[src/rtl/colour_uart_pkg.sv]
// ASCII constants, FSM encoding and hex/ASCII helpers shared by the
// colour UART transmit and receive paths.
`timescale 1ns/1ps
package colour_uart_pkg;

    localparam logic [7:0] CH_HASH = 8'h23;
    localparam logic [7:0] CH_LF   = 8'h0A;
    localparam logic [7:0] CH_0    = 8'h30;
    localparam logic [7:0] CH_A    = 8'h41;

    typedef enum logic [1:0] {
        ST_IDLE = 2'd0,
        ST_SEND = 2'd1,
        ST_GAP  = 2'd2
    } tx_state_t;

    function automatic logic [7:0] nibble_to_ascii(input logic [3:0] nib);
        if (nib < 4'd10) return CH_0 + {4'd0, nib};
        else             return CH_A + {4'd0, nib} - 8'd10;
    endfunction

    // Accepts both cases on receive; anything that is not a hex digit decodes to 0.
    function automatic logic [3:0] ascii_to_nibble(input logic [7:0] ch);
        if (ch >= 8'h30 && ch <= 8'h39)      return 4'(ch - CH_0);
        else if (ch >= 8'h41 && ch <= 8'h46) return 4'(ch - CH_A + 8'd10);
        else if (ch >= 8'h61 && ch <= 8'h66) return 4'(ch - 8'h61 + 8'd10);
        else                                 return 4'd0;
    endfunction

endpackage

[src/rtl/color_hex_tx.sv]
// Snapshots a 24-bit colour on request and streams it to uart_tx as
// optional '#', six uppercase hex digits (MSB first) and a terminator byte.
`timescale 1ns/1ps
module color_hex_tx
    import colour_uart_pkg::*;
#(
    parameter bit         PREFIX_EN = 1'b0,
    parameter logic [7:0] TERM_CHAR = 8'h0A
) (
    input  logic        I_clk,
    input  logic        I_rst_n,
    input  logic [23:0] I_color,
    input  logic        I_send,
    output logic        O_busy,
    output logic        O_done,
    output logic [7:0]  O_tx_data,
    output logic        O_tx_data_valid,
    input  logic        I_tx_data_ready
);

    localparam logic [2:0] IDX_LAST        = PREFIX_EN ? 3'd7 : 3'd6;
    localparam logic [2:0] IDX_FIRST_DIGIT = PREFIX_EN ? 3'd1 : 3'd0;

    tx_state_t   state, state_nx;
    logic [2:0]  idx, idx_nx;
    logic [23:0] snap, snap_nx;
    logic [2:0]  digit;
    logic [3:0]  nib;
    logic [7:0]  cur_byte;

    always_ff @(posedge I_clk or negedge I_rst_n) begin
        if (!I_rst_n) begin
            state <= ST_IDLE;
            idx   <= 3'd0;
            snap  <= 24'd0;
        end else begin
            state <= state_nx;
            idx   <= idx_nx;
            snap  <= snap_nx;
        end
    end

    // Byte mux: idx walks prefix / digits / terminator; digit 0 is the top nibble.
    always_comb begin
        digit = idx - IDX_FIRST_DIGIT;
        case (digit)
            3'd0:    nib = snap[23:20];
            3'd1:    nib = snap[19:16];
            3'd2:    nib = snap[15:12];
            3'd3:    nib = snap[11:8];
            3'd4:    nib = snap[7:4];
            default: nib = snap[3:0];
        endcase
        if (PREFIX_EN && idx == 3'd0) cur_byte = CH_HASH;
        else if (idx == IDX_LAST)     cur_byte = TERM_CHAR;
        else                          cur_byte = nibble_to_ascii(nib);
    end

    // Valid comes straight from state so an async reset drops it at once;
    // the GAP cycle keeps a slow-to-deassert ready from taking a byte twice.
    always_comb begin
        state_nx        = state;
        idx_nx          = idx;
        snap_nx         = snap;
        O_busy          = (state != ST_IDLE);
        O_done          = 1'b0;
        O_tx_data       = 8'd0;
        O_tx_data_valid = 1'b0;
        case (state)
            ST_IDLE: begin
                if (I_send) begin
                    snap_nx  = I_color;
                    idx_nx   = 3'd0;
                    state_nx = ST_SEND;
                end
            end
            ST_SEND: begin
                O_tx_data_valid = 1'b1;
                O_tx_data       = cur_byte;
                if (I_tx_data_ready) state_nx = ST_GAP;
            end
            ST_GAP: begin
                if (idx == IDX_LAST) begin
                    O_done   = 1'b1;
                    state_nx = ST_IDLE;
                end else begin
                    idx_nx   = idx + 3'd1;
                    state_nx = ST_SEND;
                end
            end
            default: state_nx = ST_IDLE;
        endcase
    end

endmodule

[config.mk]
export PLATFORM = sky130hd
export DESIGN_NAME = color_hex_tx
export DESIGN_NICKNAME = d
export VERILOG_FILES = /design/src/rtl/colour_uart_pkg.sv /design/src/rtl/color_hex_tx.sv
export SDC_FILE = /design/constraint.sdc
export NUM_CORES = 1
export LEC_CHECK = 0
export CAP_MARGIN = 10
export CORE_MARGIN = 2
export CORE_UTILIZATION = 35
export CTS_BUF_LIST = sky130_fd_sc_hd__clkbuf_8
export CTS_CLUSTER_DIAMETER = 200
export DETAILED_ROUTE_END_ITERATION = 10
export PLACE_DENSITY = 0.67
export SYNTH_ARGS = -nofsm -noshare
export SYNTH_HDL_FRONTEND = slang
export SYNTH_SLANG_ARGS = --single-unit
export TNS_END_PERCENT = 10
[constraint.sdc]
create_clock -name I_clk -period 3.3 [get_ports I_clk]
set_clock_uncertainty 0.2 [all_clocks]
set_input_delay 0.33 -clock I_clk [delete_from_list [all_inputs] [get_ports I_clk]]
set_output_delay 0.33 -clock I_clk [all_outputs]
set_load 0.03 [all_outputs]
==> metrics.md <==
| Metric | Value |
|---|---|
| Critical Path AT | 2.58 ns |
| Final wirelength | 3.35 mm |
| Depth of the most critical reg-to-reg path | 4 |
| H-tree Lvls | 2 |
| Crit. End Element | primary output |
| Crit path from | idx[0]$_DFFE_PN0P_ |
| Status | complete, no violations |
| Via count | 1173 |
| Clock power share | 16.1% |
| Final hold viol count | 0 |
| Logic pwr share | 56.1% |
| Total of max-cap violations | 0 |
| Final ANT Viol Nets | 0 |
| Syn avg cell area | 11.9 um2 |
| Net Sw Power | 0.979 mW |
| Final setup viols | 0 |
| Post-route cell area | 2130 um2 |
| Final core occ | 48.2% |
| TNS Setup | 0 ns |
| Cells after Synth | 136 |
| Post-CTS Hold Buffers | 0 |
| Most common cell after layout, fill and taps aside | clkdlybuf4s50_1 |
| Post-synth EDFFs | 0 |
| IO Count | 39 |
| Remaining Overflow, GRT | 0 |
| Gr usage total | 15.0% |
| Period utilization | 94.2% |
| Largest net degree at the start of global routing | 30 |
| Clk buf depth | 2 |
| RSZ-0062 raised after global routing | false |
| Post-DP HPWL | 2.55 mm |
| Cell type with the largest total area after synthesis | dfrtp_1 |
| Cells along the critical path | inv_1, ha_1, nor2_1, o21ai_4, mux2i_2, a21oi_2, mux2i_1, dlygate4sd2_1 |
| PD cells | 1100 nW/um2 |
| Reg2reg setup slack | 1.47 ns |
| Later-pin clock latency in the skew report | 0.28 ns |
| Die Ht | 71.9 um |
| VDD IR max | 0.527 mV |
| First-pass GRT wire length | 5.93 mm |
| Total core area | 4410 um2 |
| Fraction of registers with async set/reset | 100% |
| DRC | 0 |
| RePlAce Congestion | 0.920 |
| Post-DR vias/cell | 5.10 |
| Synth Cell Area | 1620 um2 |
| Internal | 1.36 mW |
| Nets@finish | 211 |
| Net Sw Frac | 41.9% |
| Full die area | 5170 um2 |
| Number of port buffers | 37 |
| Req. time, crit path | 2.77 ns |
| Register area share after synthesis | 44.9% |
| Initial antenna violation count | 0 |
| Sequential Power Share | 27.8% |
| Slew Limit Fails | 0 |
| Post-route minimum period | 3.11 ns |
| Placement-stage cell area | 2010 um2 |
| Synth warn | 0 |
| Avg WL per Cell | 14.6 um |
| Total leakage power | 0.901 nW |
| Initial drt markers | 33 |
| Worst hold margin | 0.221 ns |
| Starting Density | 36.6% |
| Setup crit start kind | register |
| Die Span X | 71.9 um |
| Clk root buf | clkbuf_8 |
| Slowest cell on the critical path | dfrtp_1 |
| Site Rows | 24 |
| Synth Flop Type | dfrtp_1 |
| CTS clock-pin slew for the worst setup and hold paths | 0.06 ns |
| Inserted Clock Buffers | 5 |
| CP endpoint | O_tx_data[0] |
| Number of diodes | 0 |
| Critical Path Max Stage Delay | 0.41 ns |
| Netlist cell types | 37 |
| Vias in the first global route | 1282 |
| Number of synthesized register bits | 29 |
| P&R area growth vs syn | 31.6% |
| Yosys top cell area share | 44.9% |
| Critical Path Fanout Max | 7 |
| CTS tree | yes |
| Capture point of the worst reg-to-reg path | snap[6]$_DFFE_PN0P_ |
| Critical R2R Launch | state[1]$_DFFE_PN0P_ |
| Highest-count cells in the layout ignoring fill and taps | clkdlybuf4s50_1 (30), dfrtp_1 (29), mux2_1 (13), mux2_2 (11) |
| Share of layout cells above drive strength 1 | 18.0% |
| Pre-antenna DRT Iters | 4 |
| Min-Delay Path Class | input pin to async pin |
| Synth area leaders | dfrtp_1 (45%), mux2_1 (9.1%), mux2_2 (7.7%), mux2i_1 (5.0%), ha_1 (4.6%) |
| FMAX | 322 MHz |
| Synthesized net count | 170 |
| Num Clock Sinks | 29 |
| Kind of critical path | register to primary output |
-- Yosys cell counts, types with 2 or more instances --
| master | count |
|---|---|
| nand2_1 | 8 |
| nor3b_1 | 2 |
| mux2_2 | 11 |
| or2_1 | 2 |
| nand3b_1 | 6 |
| o21ai_0 | 4 |
| inv_1 | 7 |
| ha_1 | 6 |
| mux2_1 | 13 |
| o2111ai_1 | 3 |
| nand3_1 | 3 |
| mux2i_1 | 8 |
| a21oi_1 | 4 |
| nor2_1 | 4 |
| a22o_1 | 3 |
| buf_4 | 3 |
| dfrtp_1 | 29 |
-- through the flow --
step / cells / total power [mW] / setup WS [ns]
after floorplan: 136 / 1.61 / 0.283
after global placement: 222 / 1.92 / 0.300
final: 230 / 2.34 / 0.190
after CTS: 230 / 2.36 / 0.124
after global routing: 230 / 2.53 / 0.00814
after detailed placement: 222 / 2.00 / 0.183
-- power groups by stage --
stage | registers (mW) | clock network (mW) | logic [mW]
floorplan | 0.610 | 0 | 0.997
global placement | 0.651 | 0 | 1.27
detailed placement | 0.659 | 0 | 1.34
CTS | 0.652 | 0.388 | 1.32
global route | 0.677 | 0.406 | 1.44
finish | 0.649 | 0.377 | 1.31
-- how the worst min path moves through the flow --
stage / depth (start not counted) / slack, ns / startpoint / end
3_3_place_gp: 1 / 0.27 / snap[20]$_DFFE_PN0P_ / snap[20]$_DFFE_PN0P_
4_1_cts: 2 / 0.23 / I_rst_n / snap[18]$_DFFE_PN0P_
3_5_place_dp: 1 / 0.28 / snap[22]$_DFFE_PN0P_ / snap[22]$_DFFE_PN0P_
6_report: 2 / 0.22 / I_rst_n / snap[18]$_DFFE_PN0P_
5_1_grt: 2 / 0.25 / I_rst_n / snap[4]$_DFFE_PN0P_
2_1_floorplan: 0 / -0.17 / I_rst_n / idx[0]$_DFFE_PN0P_
-- routing by layer --
layer / share of wire (%) / track usage, % / vias to the layer above
li1: - / - / 568
met1: 43 / 18.4 / 565
met2: 50 / 24.7 / 33
met3: 4.7 / 4.17 / 7
met4: 2.1 / 7.13 / 0
met5: 0 / 0 / -
-- repair_timing --
action | in CTS | in global routing
hold endpoints to repair | 0 | 0
setup buffers | 0 | 0
setup endpoints to repair | 3 | 1
gates resized for setup | 3 | 1
-- state kept, by name, indices dropped and copies added, names as in the netlist --
name and cells:
state 2, snap 24, idx 3
-- logic make-up (layout without fill, tap and decap cells) --
group,count (synthesis),count (layout),share of synthesized area [%]
AOI/OAI and AO/OA,24,24,11.9
other,1,1,0.232
muxes,34,34,23.5
DFF,29,29,44.9
adders and majority gates,6,6,4.65
and+or+nand+nor,29,29,9.91
buffers and inverters,13,55,4.88
-- critical path, delay by kind of cell, from the launching register on --
kind	cells	cell delay (ns)
adders and majority gates	1	0.31
AOI/OAI and AO/OA	2	0.35
and+or+nand+nor	1	0.13
DFF	1	0.41
buffers and inverters	2	0.53
muxes	2	0.57
-- final cells by class --
type	instances	area [um2]
sequential	29	726
inverter	7	26.3
tap	52	65.1
multi-input combinational	94	813
timing repair buffer	40	379
clock buffer	6	82.6
clock inverter	2	33.8
fill	408	2290
Note: power is estimated with default switching activity, not from simulation.
